### config.mk
export PLATFORM = sky130hd
export DESIGN_NAME = sys_cmd_decoder
export DESIGN_NICKNAME = d
export VERILOG_FILES = /design/src/rtl/sys_cmd_decoder.sv
export SDC_FILE = /design/constraint.sdc
export NUM_CORES = 1
export LEC_CHECK = 0
export BUFFER_PORTS_ARGS = -buffer_cell sky130_fd_sc_hd__buf_2
export CAP_MARGIN = 20
export CORE_MARGIN = 2
export CORE_UTILIZATION = 45
export DETAILED_ROUTE_END_ITERATION = 8
export MAX_ROUTING_LAYER = met4
export PLACE_DENSITY = 0.75
export SYNTH_ARGS = -nofsm -noshare
export SYNTH_HDL_FRONTEND = slang
export SYNTH_SLANG_ARGS = --single-unit
export TNS_END_PERCENT = 100
### constraint.sdc
create_clock -name clk -period 3.4 [get_ports clk]
set_clock_uncertainty 0.1 [all_clocks]
set_input_delay 0.34 -clock clk [delete_from_list [all_inputs] [get_ports clk]]
set_output_delay 0.34 -clock clk [all_outputs]
set_load 0.01 [all_outputs]
### src/rtl/sys_cmd_decoder.sv
// sys_cmd_decoder: command-frame decoder and system controller (system-clock domain).
//
// Consumes one byte per rx_valid pulse and decodes four frame types:
//   0xAA ADDR DATA       register write
//   0xBB ADDR            register read, 1-byte response
//   0xCC OPA OPB FUNC    write operands to regs 0/1, run ALU, 2-byte response (low first)
//   0xDD FUNC            run ALU on stored operands, 2-byte response (low first)
//
// Ports:
//   clk, rst                    system clock, synchronous active-high reset
//   rx_data, rx_valid           incoming byte and its single-cycle valid pulse
//   rf_addr, rf_wr_en,
//   rf_wr_data, rf_rd_en        register-file access (strobes are 1-cycle pulses)
//   rf_rd_data, rf_rd_valid     register-file read return
//   alu_en, alu_func            ALU start pulse and held function code
//   alu_out, alu_out_valid      ALU result return
//   clk_gate_en                 ALU clock-gate enable, high in ALU_FUNC/ALU_WAIT
//   tx_data, tx_valid, tx_ready response byte handshake
//   busy                        frame in progress
//   err_cmd, err_drop,
//   err_timeout                 1-cycle error pulses
//
// Build option: define CMD_TIMEOUT_EN to abort partial frames after timeout_cycles
// idle cycles. Without it err_timeout is tied low and partial frames wait forever.

module sys_cmd_decoder #(
  parameter int unsigned bus_width      = 8,
  parameter int unsigned addr_width     = 4,
  parameter int unsigned func_width     = 4,
  parameter int unsigned alu_width      = 16,
  parameter int unsigned timeout_cycles = 1024
) (
  input  logic                  clk,
  input  logic                  rst,
  input  logic [bus_width-1:0]  rx_data,
  input  logic                  rx_valid,
  output logic [addr_width-1:0] rf_addr,
  output logic                  rf_wr_en,
  output logic [bus_width-1:0]  rf_wr_data,
  output logic                  rf_rd_en,
  input  logic [bus_width-1:0]  rf_rd_data,
  input  logic                  rf_rd_valid,
  output logic                  alu_en,
  output logic [func_width-1:0] alu_func,
  input  logic [alu_width-1:0]  alu_out,
  input  logic                  alu_out_valid,
  output logic                  clk_gate_en,
  output logic [bus_width-1:0]  tx_data,
  output logic                  tx_valid,
  input  logic                  tx_ready,
  output logic                  busy,
  output logic                  err_cmd,
  output logic                  err_drop,
  output logic                  err_timeout
);

  localparam logic [bus_width-1:0] CmdWr    = bus_width'(8'hAA);
  localparam logic [bus_width-1:0] CmdRd    = bus_width'(8'hBB);
  localparam logic [bus_width-1:0] CmdAluOp = bus_width'(8'hCC);
  localparam logic [bus_width-1:0] CmdAluSt = bus_width'(8'hDD);

  typedef enum logic [3:0] {
    StIdle, StWrAddr, StWrData, StRdAddr, StRdWait, StOpa, StOpb,
    StAluFunc, StAluWait, StTxLo, StTxHi
  } state_e;

  state_e                state_q, state_d;
  logic [addr_width-1:0] addr_q, addr_d;
  logic [addr_width-1:0] rf_addr_q, rf_addr_d;
  logic                  rf_wr_en_q, rf_wr_en_d;
  logic [bus_width-1:0]  rf_wr_data_q, rf_wr_data_d;
  logic                  rf_rd_en_q, rf_rd_en_d;
  logic                  alu_en_q, alu_en_d;
  logic [func_width-1:0] alu_func_q, alu_func_d;
  logic [alu_width-1:0]  res_q, res_d;
  logic                  two_q, two_d;  // response has a high byte (ALU result)
  logic                  err_cmd_q, err_cmd_d;
  logic                  err_drop_q, err_drop_d;
  logic                  tmo_hit;

  always_comb begin
    state_d      = state_q;
    addr_d       = addr_q;
    rf_addr_d    = rf_addr_q;
    rf_wr_en_d   = 1'b0;
    rf_wr_data_d = rf_wr_data_q;
    rf_rd_en_d   = 1'b0;
    alu_en_d     = 1'b0;
    alu_func_d   = alu_func_q;
    res_d        = res_q;
    two_d        = two_q;
    err_cmd_d    = 1'b0;
    err_drop_d   = 1'b0;

    unique case (state_q)
      StIdle: begin
        if (rx_valid) begin
          case (rx_data)
            CmdWr:    state_d = StWrAddr;
            CmdRd:    state_d = StRdAddr;
            CmdAluOp: state_d = StOpa;
            CmdAluSt: state_d = StAluFunc;
            default:  err_cmd_d = 1'b1;
          endcase
        end
      end
      StWrAddr: begin
        if (rx_valid) begin
          addr_d  = rx_data[addr_width-1:0];
          state_d = StWrData;
        end
      end
      StWrData: begin
        if (rx_valid) begin
          rf_wr_en_d   = 1'b1;
          rf_addr_d    = addr_q;
          rf_wr_data_d = rx_data;
          state_d      = StIdle;
        end
      end
      StRdAddr: begin
        if (rx_valid) begin
          rf_rd_en_d = 1'b1;
          rf_addr_d  = rx_data[addr_width-1:0];
          state_d    = StRdWait;
        end
      end
      StRdWait: begin
        err_drop_d = rx_valid;
        if (rf_rd_valid) begin
          res_d   = {{(alu_width-bus_width){1'b0}}, rf_rd_data};
          two_d   = 1'b0;
          state_d = StTxLo;
        end
      end
      StOpa: begin
        if (rx_valid) begin
          rf_wr_en_d   = 1'b1;
          rf_addr_d    = '0;
          rf_wr_data_d = rx_data;
          state_d      = StOpb;
        end
      end
      StOpb: begin
        if (rx_valid) begin
          rf_wr_en_d   = 1'b1;
          rf_addr_d    = addr_width'(1);
          rf_wr_data_d = rx_data;
          state_d      = StAluFunc;
        end
      end
      StAluFunc: begin
        if (rx_valid) begin
          alu_en_d   = 1'b1;
          alu_func_d = rx_data[func_width-1:0];
          state_d    = StAluWait;
        end
      end
      StAluWait: begin
        err_drop_d = rx_valid;
        if (alu_out_valid) begin
          res_d   = alu_out;
          two_d   = 1'b1;
          state_d = StTxLo;
        end
      end
      StTxLo: begin
        err_drop_d = rx_valid;
        if (tx_ready) state_d = two_q ? StTxHi : StIdle;
      end
      StTxHi: begin
        err_drop_d = rx_valid;
        if (tx_ready) state_d = StIdle;
      end
      default: state_d = StIdle;
    endcase

    // tmo_hit only fires without rx_valid, so nothing above has been updated.
    if (tmo_hit) state_d = StIdle;
  end

`ifdef CMD_TIMEOUT_EN
  localparam int unsigned TmoW = $clog2(timeout_cycles + 1);

  logic [TmoW-1:0] tmo_q;
  logic            tmo_state;
  logic            err_timeout_q;

  assign tmo_state = state_q inside {StWrAddr, StWrData, StRdAddr, StOpa, StOpb, StAluFunc};
  assign tmo_hit   = tmo_state && !rx_valid && (tmo_q == TmoW'(timeout_cycles - 1));

  always_ff @(posedge clk) begin
    if (rst) begin
      tmo_q         <= '0;
      err_timeout_q <= 1'b0;
    end else begin
      err_timeout_q <= tmo_hit;
      // Clear on any byte, on any state change, and while in non-timing states.
      if (rx_valid || (state_d != state_q) || !tmo_state) tmo_q <= '0;
      else                                                tmo_q <= tmo_q + 1'b1;
    end
  end

  assign err_timeout = err_timeout_q;
`else
  assign tmo_hit     = 1'b0;
  assign err_timeout = 1'b0;
`endif

  always_ff @(posedge clk) begin
    if (rst) begin
      state_q      <= StIdle;
      addr_q       <= '0;
      rf_addr_q    <= '0;
      rf_wr_en_q   <= 1'b0;
      rf_wr_data_q <= '0;
      rf_rd_en_q   <= 1'b0;
      alu_en_q     <= 1'b0;
      alu_func_q   <= '0;
      res_q        <= '0;
      two_q        <= 1'b0;
      err_cmd_q    <= 1'b0;
      err_drop_q   <= 1'b0;
    end else begin
      state_q      <= state_d;
      addr_q       <= addr_d;
      rf_addr_q    <= rf_addr_d;
      rf_wr_en_q   <= rf_wr_en_d;
      rf_wr_data_q <= rf_wr_data_d;
      rf_rd_en_q   <= rf_rd_en_d;
      alu_en_q     <= alu_en_d;
      alu_func_q   <= alu_func_d;
      res_q        <= res_d;
      two_q        <= two_d;
      err_cmd_q    <= err_cmd_d;
      err_drop_q   <= err_drop_d;
    end
  end

  assign rf_addr     = rf_addr_q;
  assign rf_wr_en    = rf_wr_en_q;
  assign rf_wr_data  = rf_wr_data_q;
  assign rf_rd_en    = rf_rd_en_q;
  assign alu_en      = alu_en_q;
  assign alu_func    = alu_func_q;
  assign err_cmd     = err_cmd_q;
  assign err_drop    = err_drop_q;
  assign busy        = (state_q != StIdle);
  assign clk_gate_en = (state_q == StAluFunc) || (state_q == StAluWait);
  assign tx_valid    = (state_q == StTxLo) || (state_q == StTxHi);

  always_comb begin
    tx_data = '0;
    if (state_q == StTxLo)      tx_data = res_q[bus_width-1:0];
    else if (state_q == StTxHi) tx_data = res_q[alu_width-1:bus_width];
  end

endmodule
### Word level (Yosys, flattened, before mapping)

Index checks and enable logic that the tools add are counted.

* reductions and logical operators: 20
* multiplexer cells: 28
* bitwise operators: 6
* equal/unequal tests: 26

Operator list (count)
* $mux 4: 15
* $pmux 4 s11: 1
* $eq 8x8->1 const B: 4
* $mux 16: 2
* $pmux 16 s2: 1
* $pmux 4 s4: 2
* $ne 2x2->1 const B: 11
* $eq 4x3->1 const B: 4
* $mux 8: 2
* $eq 4x4->1 const B: 3
* $reduce_and 12->1: 1
* $eq 4x2->1 const B: 2
* $reduce_bool 4->1: 2
* $reduce_or 2->1: 4
* $reduce_or 4->1: 2
* $not 1->1: 6
* $reduce_and 2->1: 3
* $reduce_or 3->1: 2
* $ne 5x1->1 const B: 1
* $reduce_and 5->1: 1
* $eq 4x1->1 const B: 1
* $logic_not 4->1: 1
* $mux 1: 4
* $reduce_and 3->1: 1
* 3 further kinds: 4

* register bits after elaboration: 46
* word-level logic and storage cells: 92
* output and inout port bits: 33

### Longest topological paths before layout

Gate-level depths: netlist of run 1.

* depth in word-level cells: 4
* depth in mapped cells: 7
* mapped depth without buffers: 5

### Worst setup path before layout of run 1

OpenSTA, ideal clock, no wires.

* kind: flip-flop to flip-flop
* start: register state_q[3]
* end: register res_q[10]
* setup time: 128 ps
* path buffers: 2
* arrival: 1367 ps
* cell stages (with the launch flop): 8
* slack: 1805 ps
* cell sequence: dfxtp_1 > buf_6 > nor3b_1 > o21a_2 > or2_1 > buf_6 > a22oi_1 > nor2_1

* cells in the longest elaborated chain, start to end: 3
* elaborated cells between the ends (all ways): 7
* classes of those cells: eq/ne: 4; mux: 1; reduce/logical: 2

Ends and longest elaborated chain
* from (decl): RTL line 67 `state_e state_q, state_d;`
* from (signal assigned): RTL line 212 `state_q <= StIdle;`
* from (signal assigned): RTL line 225 `state_q <= state_d;`
* $eq 4x4->1 / $eq 4x3->1 (equally long branches): RTL line 95 `unique case (state_q)`
* $ne 2x2->1 (no source line) / $reduce_bool 2->1 (equally long branches)
* $reduce_and 3->1 (no source line)
* to (signal assigned): RTL line 233 `res_q <= res_d;`
* to (decl): RTL line 75 `logic [alu_width-1:0] res_q, res_d;`

Several ways; a longest one is shown, not always the timed one.
A chain may end at the register's enable or synchronous reset.

### Final worst setup path of run 1

* start: register state_q[3]
* end: output port clk_gate_en

* cells in the longest elaborated chain, start to end: 2
* elaborated cells between the ends (all ways): 3
* classes of those cells: eq/ne: 2; reduce/logical: 1

Ends and longest elaborated chain
* $eq 4x3->1 / $eq 4x4->1 (equally long branches): RTL line 249 `assign clk_gate_en = (state_q == StAluFunc) || (state_q == StAluWait);`
* $logic_or 1x1->1 (*): RTL line 249
* to (decl): RTL line 47 `output logic clk_gate_en,`

Every way passes the cells marked *; elsewhere a longest branch is shown, timed or not.

==> impl_metrics.py, run 1 <==
metrics = {
    "cts": {
        "postCtsHoldBufs": 0,
        "cts-root-buf": "clkbuf_8",
        "numCtsBuffers": 5,
        "cts_tree": "yes",
        "path_clk_slew_ns": 0.08,
        "ctsResizeCount": 0,
        "post_cts_buffers": 0,
        "h-tree-depth": 2,
        "cts_buffer_depth": 2,
        "cts_sinks": 46,
        "clk_latency_ns": 0.30,
    },
    "global_route": {
        "track_usage_pct": 20.30,
        "grt_overflow": 0,
        "grt_pass1_vias": 1804,
        "grt_pass1_wl_um": 8576,
        "grt_max_degree": 43,
        "antenna_found_initial": 0,
    },
    "detailed_routing": {
        "drt_pre_antenna_iters": 4,
        "ant_nets": 0,
        "drt-wirelength-per-cell_um": 13.97,
        "routed-via-count": 2067,
        "wl_um": 5433,
        "routed_via_density": 5.314,
        "route.detailed.drc": 0,
        "drtIter0Drc": 225,
    },
    "die": {
        "core_um2": 5010,
        "die_w_um": 75.55,
        "start_util_pct": 45.98,
        "rows": 26,
        "die_height_um": 75.55,
        "die_area_um2": 5707,
        "io_pins": 71,
    },
    "synth": {
        "avgSynthCellArea_um2": 8.826,
        "synth_edf_count": 0,
        "ys_types": 51,
        "dominantRegCellSynth": "dfxtp_1",
        "yosysSeqAreaShare_pct": 39.98,
        "syn_area_um2": 2303,
        "async_flop_share_pct": 0,
        "syn_inst": 261,
        "synth_nets": 299,
        "synth_seq_cells": 46,
        "yosysWarnings": 0,
    },
    "critical_path": {
        "path_max_fanout": 20,
        "cp-start-kind": "flop",
        "cp-end-kind": "output port",
        "cp.arrival_ns": 2.42,
        "critPathKind": "reg2out",
        "worstPathRequired_ns": 2.96,
    },
    "final_layout": {
        "fillCellCount": 492,
        "drive_gt1_share_pct": 28.84,
        "regArea_um2": 920.9,
        "final_net_count": 356,
        "area_delta_synth_final_pct": 18.09,
        "multiInputGateArea_um2": 1237,
        "fin_cells": 389,
        "antennaDiodeCount": 0,
    },
    "timing": {
        "fmax_mhz": 349.3,
        "worst_pin_slew_ns": 0.7766,
        "period_share_pct": 84.19,
        "period_minus_slack_ns": 2.863,
        "finalSetupViolations": 0,
        "hold_viol_final": 0,
        "final.setup.tns_ns": 0,
        "holdWs_ns": 0.1751,
        "slew_viol_final": 0,
        "worst_slew_margin_rel_pct": 48.23,
        "rsz0062_at_grt": "false",
    },
    "power": {
        "power.total_mw": 1.618,
        "power.leakage_nw": 1.173,
        "ir_drop_mv": 0.2725,
        "powerDensity_nw_per_um2": 595.0,
    },
    "placement": {
        "port_buffers": 69,
        "post-dp-hpwl_um": 3869,
        "placed_cells": 381,
        "place_congestion": 0.8078,
    },
    "job": {
        "maxCapViolCount": 0,
    },
    "run_status": {
        "status": "finished, final reports clean",
    },
    "worst_hold_path": {
        "hp-class": "in2reg",
    },
}
[metal layers]
metal  GRT usage, %  share of wire [%]  vias to the layer above
met3          3.968                4.5                        7
met1          28.06                 47                      980
met2          29.86                 48                       50
met4          6.628                1.3                        0
li1               -                  -                     1030
met5              -                  0                        -
[cell families after synthesis]
kind of cell | after synthesis | synth area share, %
AOI/OAI and AO/OA | 57 | 18.63
xor gates and xnor gates | 2 | 1.087
buffers and inverters | 25 | 6.301
DFF | 46 | 39.98
muxes | 28 | 12.17
other | 1 | 0.1628
and+or+nand+nor | 102 | 21.67
[cell type report]
class / count / area share (%)
multi-input combinational: 190 / 45.49
inverter: 2 / 0.2760
clock buffer: 7 / 3.174
tap: 70 / 3.220
sequential: 46 / 33.85
clock inverter: 1 / 0.1840
timing repair buffer: 73 / 13.80
[worst max-delay path: stages (launching register included)]
cell and delay, ns:
dfxtp_1 0.74, nand2b_1 0.44, nor3_1 0.41, buf_4 0.26, nand2b_1 0.13, buf_2 0.13
[sequential cells by signal, indices dropped and copies added, names as in the netlist, 4 cells and up]
name / flops
res_q: 16
rf_wr_data: 8
addr_q: 4
rf_addr: 4
alu_func: 4
state_q: 4
[worst paths after layout]
path               startpoint  slack [ns]  cells past startpoint     endpoint
setup / recovery   state_q[3]        0.54                      5  clk_gate_en
hold / removal    alu_out[10]        0.18                      3    res_q[10]
setup reg to reg   state_q[3]        0.81                      5     res_q[9]
hold reg to reg    rf_addr[0]        0.36                      2   rf_addr[0]
[stage by stage]
| stage | setup slack (ns) | instance area, um2 | utilization, % |
|---|---|---|---|
| floorplan | 1.805 | 2303 | - |
| global placement | 0.9990 | 2629 | 52.47 |
| detailed placement | 0.8287 | 2629 | 52.47 |
| CTS | 0.5515 | 2720 | 54.30 |
| global route | 0.3572 | 2720 | 54.30 |
| finish | 0.5374 | 2720 | 54.30 |
[cells in the mapped netlist, types with 2 or more instances]
library cell | number | area (um2)
clkbuf_1 | 9 | 33.78
a211oi_1 | 7 | 52.55
nor4b_1 | 2 | 17.52
buf_4 | 6 | 45.04
nand3_1 | 4 | 20.02
dfxtp_1 | 46 | 920.9
o2bb2ai_1 | 3 | 26.28
nor2b_1 | 4 | 25.02
buf_2 | 5 | 25.02
nor3b_1 | 3 | 22.52
nor2_1 | 57 | 214.0
o21ai_0 | 6 | 30.03
or3_1 | 2 | 12.51
nor3_1 | 3 | 15.01
a31oi_1 | 2 | 12.51
a211oi_2 | 3 | 37.54
a22oi_1 | 19 | 142.6
a21oi_1 | 7 | 35.03
inv_1 | 2 | 7.510
buf_6 | 3 | 33.78
nand2_1 | 9 | 33.78
mux2i_1 | 28 | 280.3
nand2b_1 | 3 | 18.77
[power breakdown]
part / internal, mW / leakage [nW] / switching [mW]
sequential: 0.624 / 0.372 / 0.0977
combinational: 0.238 / 0.753 / 0.316
clock: 0.164 / 0.0482 / 0.179
total: 1.03 / 1.17 / 0.592
[layout by cell type (no fill, tap or decap), types with 4 or more instances in the layout]
| master | n |
|---|---|
| a21oi_1 | 7 |
| nor2b_1 | 4 |
| nand2_1 | 9 |
| clkbuf_8 | 6 |
| o21ai_0 | 6 |
| mux2i_1 | 28 |
| nor2_1 | 57 |
| a22oi_1 | 19 |
| nand3_1 | 4 |
| buf_4 | 4 |
| buf_2 | 69 |
| dfxtp_1 | 46 |
| a211oi_1 | 7 |
(Power assumes the default switching activity.)
==> run 2, diff against run 1 <==
--- a/config.mk
+++ b/config.mk
@@ -11,7 +11,7 @@
 export CORE_UTILIZATION = 45
 export DETAILED_ROUTE_END_ITERATION = 8
 export MAX_ROUTING_LAYER = met4
-export PLACE_DENSITY = 0.75
+export PLACE_DENSITY = 0.77
 export SYNTH_ARGS = -nofsm -noshare
 export SYNTH_HDL_FRONTEND = slang
 export SYNTH_SLANG_ARGS = --single-unit
==> constraint.sdc (replaced) <==
create_clock -name clk -period 2.44 [get_ports clk]
set_clock_uncertainty 0.1 [all_clocks]
set_input_delay 0.244 -clock clk [delete_from_list [all_inputs] [get_ports clk]]
set_output_delay 0.244 -clock clk [all_outputs]
set_load 0.01 [all_outputs]
==> run 2 against run 1 <==
  * Via count grew 2.2%
  * Cell area up 1.7%
  * Combinational power rose by 51%
  * Power grew 41%
  * First-iteration DRC count decreased by 24%
  * Flip-flop and latch count unchanged
  * Sequential share of layout area down 0.55 points
  * Setup slack worse by 0.34 ns
  * Largest power group unchanged
  * Non-clock buffer count is 6 higher
  * Register-to-register slack lost 0.56 ns
  * Clock power increased by 38%
  * Cell count up 1.5%
==> impl_metrics.py, run 2 (synthesis results as in run 1) <==
metrics = {
    "final_layout": {
        "antennaDiodeCount": 0,
        "final_net_count": 362,
        "final_util_pct": 55.19,
        "final_common_cell": "buf_2",
        "final_cell_mix": "69 x buf_2, 57 x nor2_1, 46 x dfxtp_1",
        "largest_reg_flops": 16,
        "finalInstanceArea_um2": 2765,
        "area_delta_synth_final_pct": 20.04,
        "fillCellCount": 487,
        "drive_gt1_share_pct": 30.15,
        "top_register": "res_q",
    },
    "timing": {
        "finalSetupViolations": 0,
        "slew_viol_final": 0,
        "worst_slew_margin_rel_pct": 52.24,
        "rsz0062_at_grt": "false",
        "final.setup.tns_ns": 0,
        "fmax_mhz": 446.6,
        "worst_pin_slew_ns": 0.7155,
        "postLayoutSetupSlackWorst_ns": 0.2011,
        "period_share_pct": 91.76,
        "hold_viol_final": 0,
        "period_minus_slack_ns": 2.239,
    },
    "die": {
        "start_util_pct": 45.98,
        "rows": 26,
        "io_pins": 71,
        "die_area_um2": 5707,
        "die_w_um": 75.55,
        "die_height_um": 75.55,
        "core_um2": 5010,
    },
    "global_route": {
        "grt_pass1_wl_um": 8245,
        "grt_max_degree": 25,
        "antenna_found_initial": 0,
        "grt_pass1_vias": 1671,
        "grt_overflow": 0,
        "track_usage_pct": 19.43,
    },
    "detailed_routing": {
        "route.detailed.drc": 0,
        "ant_nets": 0,
        "wl_um": 5453,
        "drtIter0Drc": 171,
        "routed_via_density": 5.347,
        "drt-wirelength-per-cell_um": 13.81,
        "drt_pre_antenna_iters": 4,
        "routed-via-count": 2112,
    },
    "power": {
        "powerDensity_nw_per_um2": 826.3,
        "power.total_mw": 2.285,
        "ir_drop_mv": 0.3703,
        "power.leakage_nw": 1.203,
    },
    "critical_path": {
        "r2r-start": "state_q[2]",
        "worstSetupEndpoint": "clk_gate_en",
        "cp-start-kind": "flop",
        "crit_family": "flip-flops",
        "cp.arrival_ns": 1.89,
        "reg2reg_slack_ns": 0.25,
        "critPathKind": "reg2out",
        "crit_cells": 5,
        "critPathBufInv": 2,
        "cp-startpoint": "state_q[2]",
        "path_max_fanout": 23,
        "worstPathRequired_ns": 2.10,
        "worstPathCellList": "nand2b_1 > nor3_1 > buf_4 > nand2b_1 > buf_2",
        "critPathMaxStageDelay_ns": 0.79,
        "reg2reg_to": "res_q[12]",
        "cp-end-kind": "output port",
        "cp_slowest_cell": "dfxtp_1",
        "rr_worst_depth": 5,
        "cpMostUsedCell": "nand2b_1",
    },
    "cts": {
        "cts_sinks": 46,
        "numCtsBuffers": 5,
        "ctsResizeCount": 0,
        "clk_latency_ns": 0.30,
        "h-tree-depth": 2,
        "cts-root-buf": "clkbuf_8",
        "cts_tree": "yes",
        "post_cts_buffers": 0,
        "postCtsHoldBufs": 0,
        "path_clk_slew_ns": 0.09,
        "cts_buffer_depth": 2,
    },
    "placement": {
        "port_buffers": 69,
        "pre_cts_slack_ns": 0.3307,
        "placed_cell_area_um2": 2674,
        "place_congestion": 0.8217,
        "post-dp-hpwl_um": 3963,
    },
    "worst_hold_path": {
        "hp-class": "in2reg",
    },
    "run_status": {
        "status": "finished, final reports clean",
    },
    "job": {
        "maxCapViolCount": 0,
    },
}
run 2: changes by cell type in the layout (fill, tap and decap cells not counted):
cell	before	now
buf_4	4	10
run 2: power by group:
| group | switching (mW) | internal [mW] |
|---|---|---|
| Sequential | 0.107 | 0.869 |
| Clock | 0.247 | 0.229 |
| Combinational | 0.476 | 0.358 |
| Total | 0.829 | 1.46 |
run 2: metrics by stage:
step	hold slack, ns	instances
5_1_grt	0.09481	395
3_3_place_gp	0.3460	387
6_report	0.08596	395
2_1_floorplan	0.2879	261
4_1_cts	0.07714	395
3_5_place_dp	0.3484	387
run 2: worst min path at each step:
stage	slack [ns]	from	cells past startpoint	end
final	0.09	alu_out[9]	3	res_q[9]
after global routing	0.09	alu_out[13]	3	res_q[13]
after CTS	0.08	alu_out[13]	3	res_q[13]
after detailed placement	0.35	rf_addr[0]	2	rf_addr[0]
after global placement	0.35	rf_addr[0]	2	rf_addr[0]
after floorplan	0.29	rx_data[0]	2	addr_q[0]
run 2: routing by layer:
metal  GRT usage (%)  up-vias  routed length [um]
met4           4.094        0                  55
met3           3.571        8                 250
li1                -     1052                   -
met2           29.18       59                2570
met1           27.41      993                2577
met5               -        -                   0
run 2: worst min-delay path, stage by stage:
cell     delay, ns
buf_2         0.08
a22oi_1       0.05
nor2_1        0.08
run 2: layout make-up:
type | instances | area [um2] | area share, %
clock buffer | 7 | 86.33 | 3.122
timing repair buffer | 79 | 420.4 | 15.20
sequential | 46 | 920.9 | 33.30
multi-input combinational | 190 | 1237 | 44.75
clock inverter | 1 | 5.005 | 0.1810
tap | 70 | 87.58 | 3.167
inverter | 2 | 7.507 | 0.2715
==> run 3, diff against run 2 <==
--- a/config.mk
+++ b/config.mk
@@ -8,10 +8,10 @@
 export BUFFER_PORTS_ARGS = -buffer_cell sky130_fd_sc_hd__buf_2
 export CAP_MARGIN = 20
 export CORE_MARGIN = 2
-export CORE_UTILIZATION = 45
+export CORE_UTILIZATION = 30
 export DETAILED_ROUTE_END_ITERATION = 8
 export MAX_ROUTING_LAYER = met4
-export PLACE_DENSITY = 0.77
+export PLACE_DENSITY = 0.56
 export SYNTH_ARGS = -nofsm -noshare
 export SYNTH_HDL_FRONTEND = slang
 export SYNTH_SLANG_ARGS = --single-unit
==> run 3 against run 2 <==
  * Flip-flop and latch count did not move
  * Via count decreased by 1.7%
  * Worst hold slack lost 0.0051 ns
  * Critical path type unchanged
  * Sequential share of layout area fell by 0.96 points
  * Power increased by 9.9%
  * Combinational power down 0.8%
  * Routed wire length rose by 7.4%
  * Sequential power up 1%
  * Utilization shrank 16 points
==> impl_metrics.py, run 3 (synthesis results as in run 1) <==
metrics = {
    "detailed_routing": {
        "ant_nets": 0,
        "drt_pre_antenna_iters": 4,
        "routed-via-count": 2077,
        "drtIter0Drc": 143,
        "drt-wirelength-per-cell_um": 13.81,
        "routed_via_density": 4.899,
        "wl_um": 5856,
        "route.detailed.drc": 0,
    },
    "final_layout": {
        "final_common_cell": "buf_2",
        "final_net_count": 362,
        "top_register": "res_q",
        "finalInstanceArea_um2": 2855,
        "multiInputGateArea_um2": 1237,
        "drive_gt1_share_pct": 31.08,
        "final_cell_mix": "69 x buf_2, 57 x nor2_1, 44 x dfxtp_1",
        "area_delta_synth_final_pct": 23.95,
        "antennaDiodeCount": 0,
        "largest_reg_flops": 16,
        "fillCellCount": 754,
        "regArea_um2": 923.4,
    },
    "critical_path": {
        "cp-end-kind": "output port",
        "reg2reg_slack_ns": 0.46,
        "reg2reg_to": "res_q[8]",
        "cp-start-kind": "flop",
        "r2r-start": "state_q[1]",
        "rr_worst_depth": 5,
        "cp.arrival_ns": 1.72,
        "critPathKind": "reg2out",
        "path_max_fanout": 13,
        "worstPathRequired_ns": 2.10,
    },
    "cts": {
        "path_clk_slew_ns": 0.09,
        "cts_tree": "yes",
        "h-tree-depth": 2,
        "cts_sinks": 46,
        "clk_latency_ns": 0.30,
        "postCtsHoldBufs": 0,
        "cts_buffer_depth": 2,
        "numCtsBuffers": 5,
        "cts-root-buf": "clkbuf_8",
    },
    "placement": {
        "placed_cell_area_um2": 2710,
        "place_congestion": 0.7796,
        "port_buffers": 69,
        "post-dp-hpwl_um": 4365,
    },
    "die": {
        "die_w_um": 91.63,
        "die_height_um": 91.63,
        "io_pins": 71,
        "core_um2": 7331,
        "rows": 31,
        "die_area_um2": 8395,
        "start_util_pct": 31.42,
    },
    "global_route": {
        "antenna_found_initial": 0,
        "grt_overflow": 0,
        "grt_pass1_vias": 1873,
        "track_usage_pct": 14.07,
        "grt_pass1_wl_um": 9294,
        "grt_max_degree": 26,
    },
    "power": {
        "switchingPower_mw": 0.8465,
        "power_frac_comb_pct": 32.9,
        "power.total_mw": 2.512,
        "intPower_mw": 1.666,
        "powerDensity_nw_per_um2": 879.8,
        "power.leakage_nw": 1.228,
        "swShare_pct": 33.70,
        "ir_drop_mv": 0.2985,
        "power_frac_clock_pct": 27.7,
        "p_seq_share_pct": 39.4,
    },
    "job": {
        "maxCapViolCount": 0,
    },
    "run_status": {
        "status": "finished, final reports clean",
    },
    "timing": {
        "fmax_mhz": 484.8,
        "hold_viol_final": 0,
        "period_minus_slack_ns": 2.063,
        "final.setup.tns_ns": 0,
        "worst_slew_margin_rel_pct": 55.41,
        "slew_viol_final": 0,
        "rsz0062_at_grt": "false",
        "worst_pin_slew_ns": 0.6675,
        "period_share_pct": 84.53,
        "finalSetupViolations": 0,
    },
    "worst_hold_path": {
        "whs_endpoint": "res_q[15]",
        "hp-class": "in2reg",
        "holdPathStages": 3,
        "min_from": "alu_out[15]",
    },
}
run 3: cell types whose count changed in the layout (fill, tap and decap cells not counted):
cell,before,now
bufinv_16,0,2
dfxtp_1,46,44
dfxtp_2,0,2
clkbuf_1,1,0
clkinv_2,1,0
run 3: routing by layer:
metal / global-route usage [%] / share of wire (%) / vias to the layer above
met3: 2.547 / 4.8 / 5
met5: - / 0 / -
met4: 4.672 / 0.87 / 0
li1: - / - / 1049
met2: 20.22 / 46 / 57
met1: 19.90 / 49 / 966
run 3: timing repair:
item	4_1_cts	5_1_grt
gates resized for setup	0	2
endpoints found under the setup margin	0	1
buffers inserted	0	0
run 3: worst max-delay path by stage:
stage | from | end | slack [ns] | cells after the start
floorplan | state_q[3] | res_q[10] | 0.85 | 7
global placement | state_q[2] | state_q[2] | 0.37 | 5
detailed placement | state_q[2] | res_q[8] | 0.27 | 5
global route | state_q[2] | clk_gate_en | 0.20 | 5
CTS | state_q[2] | clk_gate_en | 0.15 | 5
finish | state_q[1] | clk_gate_en | 0.38 | 5
run 3: through the flow:
| stage | std cells | hold WS [ns] | util, % | setup slack (ns) |
|---|---|---|---|---|
| finish | 424 | 0.08084 | 38.95 | 0.3774 |
| global route | 424 | 0.09306 | 38.95 | 0.1976 |
| CTS | 424 | 0.07370 | 38.91 | 0.1456 |
| detailed placement | 416 | 0.3558 | 36.97 | 0.2730 |
| global placement | 416 | 0.3521 | 36.97 | 0.3734 |
| floorplan | 261 | 0.2879 | - | 0.8453 |
run 3: critical path, cell delays in order, from the launching register on:
cell and delay (ns):
dfxtp_1 0.46, buf_4 0.23, nor3_1 0.22, buf_4 0.24, nand2b_1 0.12, buf_2 0.14
run 3: layout make-up:
cell class	count	area share (%)
sequential	46	32.34
tap	99	4.338
inverter	2	0.2629
timing repair buffer	79	14.72
clock inverter	2	2.103
clock buffer	6	2.892
multi-input combinational	190	43.34
run 3: power groups by stage:
stage	Sequential, mW	Clock, mW	Combinational (mW)
global route	1.01	0.738	0.920
finish	0.989	0.696	0.827
CTS	0.985	0.719	0.829
global placement	1.00	0	0.815
floorplan	0.938	0	0.694
detailed placement	1.00	0	0.827
